`config.mk`:
```
export PLATFORM = sky130hd
export DESIGN_NAME = io_peripheral_hub
export DESIGN_NICKNAME = d
export VERILOG_FILES = /design/src/rtl/io_peripheral_hub_pkg.sv /design/src/rtl/io_peripheral_hub_sync_fifo.sv /design/src/rtl/io_peripheral_hub.sv
export SDC_FILE = /design/constraint.sdc
export NUM_CORES = 1
export LEC_CHECK = 0
export ABC_CLOCK_PERIOD_IN_PS = 4300
export CORE_MARGIN = 3
export CORE_UTILIZATION = 56
export CTS_BUF_LIST = sky130_fd_sc_hd__clkbuf_16
export DETAILED_ROUTE_END_ITERATION = 10
export GPL_TIMING_DRIVEN = 1
export PLACE_DENSITY = 0.81
export SETUP_SLACK_MARGIN = 0.02
export SLEW_MARGIN = 20
export SYNTH_ARGS = -nofsm -noshare
export SYNTH_HDL_FRONTEND = slang
export SYNTH_SLANG_ARGS = --single-unit
```
`constraint.sdc`:
```
create_clock -name i_clk -period 4.3 [get_ports i_clk]
set_input_delay 0.86 -clock i_clk [delete_from_list [all_inputs] [get_ports i_clk]]
set_output_delay 0.86 -clock i_clk [all_outputs]
set_load 0.005 [all_outputs]
```
`src/rtl/io_peripheral_hub_pkg.sv`:
```
// Shared definitions for the I/O peripheral hub: register indices and status bit positions.
package io_defs;

    localparam logic [11:0] IDX_CNT_LO   = 12'd2;
    localparam logic [11:0] IDX_CNT_HI   = 12'd3;
    localparam logic [11:0] IDX_GPIO_OUT = 12'd16;
    localparam logic [11:0] IDX_GPIO_IN  = 12'd32;

    localparam int OVF   = 15;
    localparam int FULL  = 14;
    localparam int EMPTY = 13;

    // The console status reports at most 255 entries so deep FIFOs still fit the byte field.
    function automatic logic [7:0] sat_count8(input logic [8:0] count);
        return (count > 9'd255) ? 8'hFF : count[7:0];
    endfunction

endpackage

```
`src/rtl/io_peripheral_hub_sync_fifo.sv`:
```
// Single-clock FIFO with a combinational head; a pop frees a slot for a push in the same cycle.
module sync_fifo #(
    parameter int WIDTH = 8,
    parameter int DEPTH = 16
) (
    input  logic                     i_clk,
    input  logic                     i_reset,
    input  logic                     i_push,
    input  logic [WIDTH-1:0]         i_data,
    input  logic                     i_pop,
    output logic [WIDTH-1:0]         o_data,
    output logic                     o_full,
    output logic                     o_empty,
    output logic [$clog2(DEPTH):0]   o_count
);

    localparam int AW = $clog2(DEPTH);
    localparam int CW = AW + 1;

    logic [WIDTH-1:0] r_mem [DEPTH];
    logic [AW-1:0]    r_wr_ptr;
    logic [AW-1:0]    r_rd_ptr;
    logic [CW-1:0]    r_count;
    logic             w_do_pop;
    logic             w_do_push;

    assign w_do_pop  = i_pop && (r_count != '0);
    assign w_do_push = i_push && ((r_count != CW'(DEPTH)) || w_do_pop);

    assign o_full  = (r_count == CW'(DEPTH));
    assign o_empty = (r_count == '0);
    assign o_count = r_count;
    // Hold the head at zero while empty so the console data reads 0 out of reset.
    assign o_data  = o_empty ? '0 : r_mem[r_rd_ptr];

    // Storage is not reset; occupancy alone decides which entries are meaningful.
    always_ff @(posedge i_clk) begin
        if (w_do_push) begin
            r_mem[r_wr_ptr] <= i_data;
        end
    end

    // Pointer and occupancy bookkeeping.
    always_ff @(posedge i_clk) begin
        if (i_reset) begin
            r_wr_ptr <= '0;
            r_rd_ptr <= '0;
            r_count  <= '0;
        end else begin
            if (w_do_push) begin
                r_wr_ptr <= r_wr_ptr + AW'(1);
            end
            if (w_do_pop) begin
                r_rd_ptr <= r_rd_ptr + AW'(1);
            end
            case ({w_do_push, w_do_pop})
                2'b10:   r_count <= r_count + CW'(1);
                2'b01:   r_count <= r_count - CW'(1);
                default: r_count <= r_count;
            endcase
        end
    end

endmodule

```
`src/rtl/io_peripheral_hub.sv`:
```
// Register-bus peripherals behind the core: console FIFO, halt flag, cycle counter and GPIO.
module io_peripheral_hub
    import io_defs::*;
#(
    parameter int          FIFO_DEPTH    = 16,
    parameter int          NUM_CHANNELS  = 4,
    parameter logic [11:0] CONSOLE_INDEX = 12'd0,
    parameter logic [11:0] HALT_INDEX    = 12'd4095
) (
    input  logic                         i_clk,
    input  logic                         i_reset,
    input  logic [11:0]                  i_register_index,
    input  logic                         i_register_read,
    input  logic                         i_register_write,
    input  logic [15:0]                  i_register_write_value,
    output logic [15:0]                  o_register_read_value,
    output logic                         o_console_valid,
    output logic [7:0]                   o_console_data,
    input  logic                         i_console_ready,
    output logic                         o_halted,
    output logic [16*NUM_CHANNELS-1:0]   o_gpio_out,
    input  logic [16*NUM_CHANNELS-1:0]   i_gpio_in
);

    localparam int CW = $clog2(FIFO_DEPTH) + 1;

    logic [31:0]                 r_counter;
    logic [15:0]                 r_shadow;
    logic                        r_halted;
    logic                        r_overflow;
    logic [15:0]                 r_read_value;
    logic [16*NUM_CHANNELS-1:0]  r_gpio_out;
    logic [16*NUM_CHANNELS-1:0]  r_gpio_sync1;
    logic [16*NUM_CHANNELS-1:0]  r_gpio_sync2;

    logic                        w_push_req;
    logic                        w_pop;
    logic                        w_status_read;
    logic                        w_fifo_full;
    logic                        w_fifo_empty;
    logic [CW-1:0]               w_fifo_count;
    logic [7:0]                  w_fifo_head;
    logic [15:0]                 w_status;
    logic [15:0]                 w_rd_data;

    assign w_push_req    = i_register_write && (i_register_index == CONSOLE_INDEX);
    assign w_status_read = i_register_read && (i_register_index == CONSOLE_INDEX);
    assign w_pop         = o_console_valid && i_console_ready;

    sync_fifo #(
        .WIDTH (8),
        .DEPTH (FIFO_DEPTH)
    ) u_console_fifo (
        .i_clk   (i_clk),
        .i_reset (i_reset),
        .i_push  (w_push_req),
        .i_data  (i_register_write_value[7:0]),
        .i_pop   (w_pop),
        .o_data  (w_fifo_head),
        .o_full  (w_fifo_full),
        .o_empty (w_fifo_empty),
        .o_count (w_fifo_count)
    );

    assign o_console_valid       = !w_fifo_empty;
    assign o_console_data        = w_fifo_head;
    assign o_halted              = r_halted;
    assign o_gpio_out            = r_gpio_out;
    assign o_register_read_value = r_read_value;

    // Console status word built from the pre-pop FIFO state of this cycle.
    always_comb begin
        w_status        = '0;
        w_status[OVF]   = r_overflow;
        w_status[FULL]  = w_fifo_full;
        w_status[EMPTY] = w_fifo_empty;
        w_status[7:0]   = sat_count8(9'(w_fifo_count));
    end

    // Read decode; anything not matched below reads as zero.
    always_comb begin
        w_rd_data = '0;
        if (i_register_index == CONSOLE_INDEX) begin
            w_rd_data = w_status;
        end
        if (i_register_index == IDX_CNT_LO) begin
            w_rd_data = r_counter[15:0];
        end
        if (i_register_index == IDX_CNT_HI) begin
            w_rd_data = r_shadow;
        end
        for (int k = 0; k < NUM_CHANNELS; k++) begin
            if (i_register_index == IDX_GPIO_OUT + 12'(k)) begin
                w_rd_data = r_gpio_out[16*k +: 16];
            end
            if (i_register_index == IDX_GPIO_IN + 12'(k)) begin
                w_rd_data = r_gpio_sync2[16*k +: 16];
            end
        end
    end

    // Read data register; holds between reads. A low-half counter read also latches the high half.
    always_ff @(posedge i_clk) begin
        if (i_reset) begin
            r_read_value <= '0;
            r_shadow     <= '0;
        end else if (i_register_read) begin
            r_read_value <= w_rd_data;
            if (i_register_index == IDX_CNT_LO) begin
                r_shadow <= r_counter[31:16];
            end
        end
    end

    // Sticky halt and the free-running cycle counter it freezes.
    always_ff @(posedge i_clk) begin
        if (i_reset) begin
            r_halted  <= 1'b0;
            r_counter <= '0;
        end else begin
            if (i_register_write && (i_register_index == HALT_INDEX)) begin
                r_halted <= 1'b1;
            end
            if (!r_halted) begin
                r_counter <= r_counter + 32'd1;
            end
        end
    end

    // Overflow flag: a fresh drop wins over a clear from a status read in the same cycle.
    always_ff @(posedge i_clk) begin
        if (i_reset) begin
            r_overflow <= 1'b0;
        end else if (w_push_req && w_fifo_full && !w_pop) begin
            r_overflow <= 1'b1;
        end else if (w_status_read) begin
            r_overflow <= 1'b0;
        end
    end

    // GPIO output registers.
    always_ff @(posedge i_clk) begin
        if (i_reset) begin
            r_gpio_out <= '0;
        end else begin
            for (int k = 0; k < NUM_CHANNELS; k++) begin
                if (i_register_write && (i_register_index == IDX_GPIO_OUT + 12'(k))) begin
                    r_gpio_out[16*k +: 16] <= i_register_write_value;
                end
            end
        end
    end

    // Two-flop synchroniser for the asynchronous GPIO inputs.
    always_ff @(posedge i_clk) begin
        if (i_reset) begin
            r_gpio_sync1 <= '0;
            r_gpio_sync2 <= '0;
        end else begin
            r_gpio_sync1 <= i_gpio_in;
            r_gpio_sync2 <= r_gpio_sync1;
        end
    end

endmodule
```
==> insert_results.sql, run 1 <==
INSERT INTO impl_metrics (metric_group, metric, value, unit) VALUES
('die', 'top_level_ports', '187', ''),
('finish', 'total_area_of_multi_input_combinational_cells', '6330', 'sq um'),
('clock_network', 'tritoncts_clock_tree', 'done', ''),
('min_path', 'min_path_type', 'reg -> reg', ''),
('power', 'power.density_cell_area', '390', 'nW/um^2'),
('finish', 'layout-drive-gt1-share', '11.0', '%'),
('global_routing', 'grt_max_degree', '113', ''),
('logic_synthesis', 'synth_top_family_by_area', 'simple AND/OR/NAND/NOR gates', ''),
('critical_path', 'critical_path.reg2reg.startpoint', 'u_console_fifo.o_count[0]', ''),
('timing', 'timing.final.crit_share', '91.6', '%'),
('clock_network', 'htree_levels', '2', ''),
('routing', 'drt_iter0_markers', '1381', ''),
('critical_path', 'crit_path_start_kind', 'flip-flop', ''),
('timing', 'clock.fmax', '0.254', 'GHz'),
('logic_synthesis', 'netlist_instances', '1460', ''),
('logic_synthesis', 'count_of_state_elements_after_synthesis', '403', ''),
('die', 'die_w', '176', 'um'),
('finish', 'fin_nets', '1747', ''),
('critical_path', 'critical_path.endpoint_type', 'output pin', ''),
('clock_network', 'tritoncts.num_buffers', '39', ''),
('clock_network', 'cts.repair_timing.setup_buffer_count', '0', ''),
('timing', 'report.final.setup_viol', '0', ''),
('critical_path', 'reg2regPathDepth', '9', ''),
('placement', 'placedInstanceArea', '18400', 'sq um'),
('finish', 'mostFrequentLayoutCell', 'dfxtp_1', ''),
('die', 'coreArea', '28200', 'sq um'),
('run_status', 'outcome', 'completed', ''),
('placement', 'placement.io_buffers', '186', ''),
('timing', 'rsz0062_at_grt', 'no', ''),
('global_routing', 'grt_util_all_layers', '30.3', '%'),
('global_routing', 'first_global_vias', '11900', ''),
('routing', 'post-route-drc-count', '0', ''),
('min_path', 'holdPathStages', '1', ''),
('logic_synthesis', 'synth_fa_ha_area_share', '0.896', '%'),
('critical_path', 'rr_endpoint', 'u_console_fifo.o_count[4]', ''),
('clock_network', 'root_buf_cell', 'clkbuf_16', ''),
('routing', 'vias_per_cell', '5.97', ''),
('logic_synthesis', 'synth.avg_cell_area', '11.1', 'sq um'),
('logic_synthesis', 'ys_async_sr_fraction', '0', '%'),
('power', 'total_leakage_power', '0.00667', 'uW'),
('finish', 'insertedDiodeCount', '0', ''),
('die', 'initial_utilization', '57.5', '%'),
('timing', 'max-slew-margin-rel', '35.0', '%'),
('flow_run', 'timing.max_cap.violations', '0', ''),
('timing', 'transition_time_of_the_tightest_slew_check_pin', '0.972', 'ns'),
('routing', 'wl', '47700', 'um'),
('logic_synthesis', 'synth_top_cell_by_area', 'dfxtp_1', ''),
('power', 'clock_power_share', '43.3', '%'),
('timing', 'slew_viol_final', '0', ''),
('placement', 'place.gp.congestion', '0.983', ''),
('clock_network', 'cts_sinks', '403', ''),
('critical_path', 'reg2reg_setup_slack', '0.96', 'ns'),
('timing', 'holdWs', '0.436', 'ns'),
('die', 'area_of_the_die', '31000', 'sq um'),
('finish', 'commonest_non_fill_non_tap_cells_in_the_layout', 'dfxtp_1 (274), nand2_1 (198), clkdlybuf4s50_1 (184), nor2b_1 (137), edfxtp_1 (128)', ''),
('die', 'fp-row-count', '61', ''),
('logic_synthesis', 'synth-edff-count', '128', ''),
('logic_synthesis', 'syn-num-nets', '1568', ''),
('clock_network', 'clk_pin_slew', '0.06', 'ns'),
('critical_path', 'cp_data_arrival_time', '3.08', 'ns'),
('logic_synthesis', 'cell_types_occupying_the_most_area_after_synthesis', 'dfxtp_1 (34%), edfxtp_1 (24%), mux4_2 (5.6%), nor2b_1 (5.3%), nand2_1 (4.6%)', ''),
('die', 'floorplan.die.height', '176', 'um'),
('critical_path', 'timing.critical_path.required', '3.44', 'ns'),
('global_routing', 'grt_pass1_wl', '71200', 'um'),
('timing', 'clock_skew', '0.0156', 'ns'),
('power', 'power_frac_comb', '4.5', '%'),
('logic_synthesis', 'synth_mux_area_share', '7.06', '%'),
('logic_synthesis', 'synth.yosys.seq_area_share', '57.7', '%'),
('global_routing', 'grt_antenna_before_repair', '1', ''),
('clock_network', 'postCtsResizedCells', '0', ''),
('finish', 'stdcell_area', '19700', 'sq um');
[power by group through the flow]
stage	sequential, uW	combinational, uW	clock [uW]
after CTS	4000	345	3350
after floorplan	4070	171	0
final	4000	349	3330
after global routing	4000	373	3500
after detailed placement	4080	342	0
after global placement	4080	337	0
[cells in the mapped netlist, drive strengths merged (6+ instances only)]
library cell and count:
nor3 20, nand2 198, a2bb2oi 6, buf 39, and2 11, nand3 24
nor2 75, or4 10, nor4 8, o2111ai 6, mux2i 13, or3 14
a31oi 8, inv 11, o31ai 11, xor2 18, o21a 6, clkbuf 56
nand4 13, a21oi 115, nand2b 10, edfxtp 128, dfxtp 275, xnor2 12
mux4 40, a211oi 6, and3 14, a22oi 15, nor2b 137, o21ai 45
o211ai 14, ha 10, o2bb2ai 6, mux2 10
[stage by stage]
stage	power [uW]	util (%)	cells	worst slack, ns
3_3_place_gp	4420	65.4	1976	0.278
3_5_place_dp	4430	65.4	1976	0.244
5_1_grt	7870	69.8	2047	0.225
4_1_cts	7700	69.8	2047	0.0830
2_1_floorplan	4240	-	1460	0.705
6_report	7680	69.8	2047	0.360
[worst max-delay path, cell delays in order (launching register included)]
cell,delay (ns)
dfxtp_4,0.55
buf_4,0.32
mux4_2,0.56
mux4_2,0.50
and2_1,0.18
clkdlybuf4s50_1,0.43
[layout make-up]
| type | instances | area share [%] |
|---|---|---|
| sequential | 403 | 47.5 |
| timing repair buffer | 234 | 11.3 |
| multi-input combinational | 950 | 32.2 |
| clock inverter | 31 | 1.27 |
| tap | 378 | 2.40 |
| inverter | 11 | 0.210 |
| clock buffer | 40 | 5.09 |
[how the worst max path moves through the flow]
stage	depth (start not counted)	endpoint	from
after floorplan	13	u_console_fifo.o_count[4]	i_register_index[0]
after global placement	12	u_console_fifo.o_count[4]	i_register_index[1]
after detailed placement	12	u_console_fifo.o_count[4]	i_register_index[1]
after CTS	5	o_console_data[5]	flip-flop
after global routing	5	o_console_data[6]	flip-flop
final	5	o_console_data[5]	flip-flop
[state kept, by name (all words and copies together) (netlist names), 4 cells and up, named ones only]
| name | cells |
|---|---|
| u_console_fifo.o_count | 5 |
| u_console_fifo.r_mem | 128 |
| u_console_fifo.r_wr_ptr | 4 |
| u_console_fifo.r_rd_ptr | 4 |
| r_counter | 32 |
| r_gpio_sync1 | 64 |
| r_gpio_sync2 | 64 |
| o_register_read_value | 16 |
| r_shadow | 16 |
| o_gpio_out | 64 |
[layer usage]
| metal | vias to the layer above | GRT usage, % | share of wire [%] |
|---|---|---|---|
| li1 | 5584 | - | - |
| met1 | 5862 | 39.9 | 39 |
| met2 | 645 | 49.3 | 47 |
| met3 | 120 | 5.72 | 8.2 |
| met4 | 2 | 13.3 | 4.8 |
| met5 | - | 0 | 0.027 |
[cells by family (layout without fill, tap and decap cells)]
group	after synthesis	after routing
AO/OA/AOI/OAI	279	279
XOR/XNOR	30	30
adder cells (fa/ha/maj)	11	11
buffers and inverters	107	316
flip-flops	403	403
multiplexers	63	63
AND/OR/NAND/NOR	567	567
Power figures use the tool's default switching activity.
==> run 2, diff against run 1 <==
Settings changed: CORE_UTILIZATION 56 to 30, PLACE_DENSITY 0.81 to 0.49, SKIP_CTS_REPAIR_TIMING from default to 1.
==> run 2 against run 1 <==
  * Cell count up 16%
  * Fmax rose by 2.3%
  * Critical path depth unchanged
  * Largest cell class unchanged
  * Core utilization fell by 31 points
  * Sequential cell count unchanged
  * Clock power is 13% higher
  * Clock skew up 0.024 ns
  * Worst setup slack improved by 0.090 ns
  * Sequential power barely moved
  * Largest power group unchanged
  * Non-clock buffer count is 4 higher
==> insert_results.sql, run 2 (synthesized netlist as in run 1, its figures left out) <==
INSERT INTO impl_metrics (metric_group, metric, value, unit) VALUES
('die', 'fp-row-count', '84', ''),
('power', 'cellInternalPower', '6330', 'uW'),
('critical_path', 'critical_path.endpoint_type', 'output pin', ''),
('power', 'clock_power_share', '46.3', '%'),
('critical_path', 'timing.critical_path.slowest_stage_cell', 'mux4_2', ''),
('finish', 'layout-drive-gt1-share', '11.7', '%'),
('routing', 'route.met2.wl', '24000', 'um'),
('global_routing', 'grt_util_all_layers', '18.5', '%'),
('routing', 'drt_pre_antenna_iters', '6', ''),
('finish', 'stdcell_area', '20300', 'sq um'),
('finish', 'num-fill-cells', '5257', ''),
('critical_path', 'critical_path.reg2reg.startpoint', 'u_console_fifo.o_count[3]', ''),
('global_routing', 'grt_overflow', '0', ''),
('die', 'coreArea', '53000', 'sq um'),
('routing', 'wl', '53300', 'um'),
('finish', 'most_flops_register', 'u_console_fifo.r_mem', ''),
('placement', 'placedInstanceArea', '18900', 'sq um'),
('placement', 'place.gp.congestion', '0.911', ''),
('routing', 'detailroute.via_count', '11900', ''),
('placement', 'post-dp-hpwl', '38800', 'um'),
('power', 'largest_voltage_drop_on_the_vdd_net', '0.000294', 'V'),
('critical_path', 'cell_by_cell_trace_of_the_critical_path', 'buf_4, mux4_2, mux4_2, and2_1, clkdlybuf4s50_1', ''),
('die', 'floorplan.die.height', '238', 'um'),
('timing', 'clock.fmax', '0.260', 'GHz'),
('routing', 'vias_per_cell', '5.03', ''),
('timing', 'holdWs', '0.437', 'ns'),
('timing', 'report.final.setup_viol', '0', ''),
('clock_network', 'htree_levels', '2', ''),
('critical_path', 'worst-path-max-fanout', '21', ''),
('die', 'top_level_ports', '187', ''),
('critical_path', 'crit_path_start_kind', 'flip-flop', ''),
('routing', 'post-route-drc-count', '0', ''),
('clock_network', 'clk_pin_slew', '0.06', 'ns'),
('clock_network', 'cts_sinks', '403', ''),
('critical_path', 'path_class', 'reg -> out', ''),
('finish', 'commonest_non_fill_non_tap_cells_in_the_layout', 'dfxtp_1 (274), nand2_1 (198), clkdlybuf4s50_1 (184), nor2b_1 (137), edfxtp_1 (128)', ''),
('routing', 'drt_iter0_markers', '887', ''),
('finish', 'mostFrequentLayoutCell', 'dfxtp_1', ''),
('routing', 'met3_wire_length', '3090', 'um'),
('critical_path', 'path_delay_family', 'multiplexers', ''),
('critical_path', 'critical_path.n_buffers_inverters', '2', ''),
('placement', 'placement.io_buffers', '186', ''),
('die', 'die_w', '238', 'um'),
('min_path', 'min_path_type', 'reg -> reg', ''),
('timing', 'minimum_clock_period', '3.85', 'ns'),
('clock_network', 'worst_skew_pair_latency', '0.59', 'ns'),
('global_routing', 'first_global_vias', '11900', ''),
('routing', 'route.layer.met1.wl', '24200', 'um'),
('min_path', 'timing.hold.worst.start', 'r_gpio_sync1[16]', ''),
('critical_path', 'critical_path.most_common_cell', 'mux4_2', ''),
('routing', 'route.detailed.wl_per_inst', '22.4', 'um'),
('power', 'power.switching_fraction', '22.1', '%'),
('timing', 'max-slew-margin-rel', '36.4', '%'),
('timing', 'clock_skew', '0.0392', 'ns'),
('power', 'power.density_cell_area', '400', 'nW/um^2'),
('routing', 'highest-signal-layer', 'met5', ''),
('timing', 'transition_time_of_the_tightest_slew_check_pin', '0.952', 'ns'),
('critical_path', 'cp_data_arrival_time', '2.99', 'ns'),
('die', 'initial_utilization', '30.6', '%'),
('finish', 'largest_reg_flops', '128', ''),
('routing', 'route.antenna.remaining_nets', '0', ''),
('global_routing', 'grt_antenna_before_repair', '1', ''),
('flow_run', 'timing.max_cap.violations', '0', ''),
('timing', 'rsz0062_at_grt', 'no', ''),
('run_status', 'outcome', 'completed', ''),
('finish', 'area_growth_from_synthesis_to_layout', '25.5', '%'),
('clock_network', 'cts.path.max_buffers', '3', ''),
('global_routing', 'grt_max_degree', '100', ''),
('critical_path', 'worst_path_largest_cell_delay', '0.59', 'ns'),
('die', 'area_of_the_die', '56800', 'sq um'),
('power', 'seq_power_share', '49.3', '%'),
('power', 'power_frac_comb', '4.4', '%'),
('timing', 'timing.final.crit_share', '89.5', '%'),
('finish', 'fin_nets', '1757', ''),
('clock_network', 'root_buf_cell', 'clkbuf_16', ''),
('clock_network', 'tritoncts_clock_tree', 'done', ''),
('power', 'total_leakage_power', '0.00679', 'uW'),
('finish', 'insertedDiodeCount', '0', ''),
('global_routing', 'grt_pass1_wl', '78600', 'um'),
('timing', 'report.final.hold_viol_count', '0', ''),
('critical_path', 'timing.critical_path.required', '3.44', 'ns'),
('power', 'switching_power_total', '1800', 'uW'),
('timing', 'tns', '0', 'ns'),
('clock_network', 'tritoncts.num_buffers', '45', ''),
('timing', 'slew_viol_final', '0', '');
-- run 2: cell count changes in the layout (fill, tap and decap cells not counted), moves of 2 or more --
cell | before | now
clkinv_1 | 2 | 9
clkbuf_16 | 40 | 46
inv_1 | 27 | 22
clkinv_2 | 3 | 7
buf_12 | 0 | 3
inv_2 | 2 | 0
-- run 2: worst register-to-register path, cell delays in order, from the launching register on --
cell     delay (ns)
dfxtp_1        0.48
nor4_1         0.08
buf_4          0.16
a21oi_1        0.51
ha_1           0.40
ha_1           0.31
a21o_1         0.20
a21oi_1        0.17
xor2_1         0.09
or3_1          0.31
a21oi_1        0.14
-- run 2: layout make-up --
class	count	area (sq um)	area share, %
clock buffer	46	1150	5.66
clock inverter	37	300	1.48
inverter	11	41.3	0.203
multi-input combinational	950	6330	31.2
sequential	403	9350	46.0
tap	688	861	4.24
timing repair buffer	238	2290	11.3
-- run 2: worst paths after layout --
check / to / slack [ns] / depth (start not counted)
worst max register to register: u_console_fifo.o_count[4] / 1.39 / 10
worst min register to register: r_gpio_sync2[16] / 0.44 / 1
worst min-delay path: r_gpio_sync2[16] / 0.44 / 1
worst max-delay path: o_console_data[6] / 0.45 / 5
-- run 2: stage by stage --
stage          setup WS (ns)  utilization [%]  power, uW  instances
3_3_place_gp           0.196             35.6       4440       2290
4_1_cts                0.359             38.4       8240       2373
2_1_floorplan          0.705                -       4240       1460
5_1_grt                0.292             38.4       8420       2373
6_report               0.450             38.4       8120       2373
3_5_place_dp           0.196             35.6       4450       2290
-- run 2: layer usage --
layer  global-route usage [%]  vias to the layer above
li1                         -                     5615
met1                     25.8                     5784
met2                     29.0                      442
met3                     3.13                       95
met4                     6.85                        2
met5                        0                        -
-- run 2: power by group through the flow --
stage	registers, uW	clock network [uW]	logic, uW
global route	4010	4020	386
CTS	4000	3880	362
detailed placement	4090	0	361
global placement	4090	0	358
floorplan	4070	0	171
finish	4000	3760	358
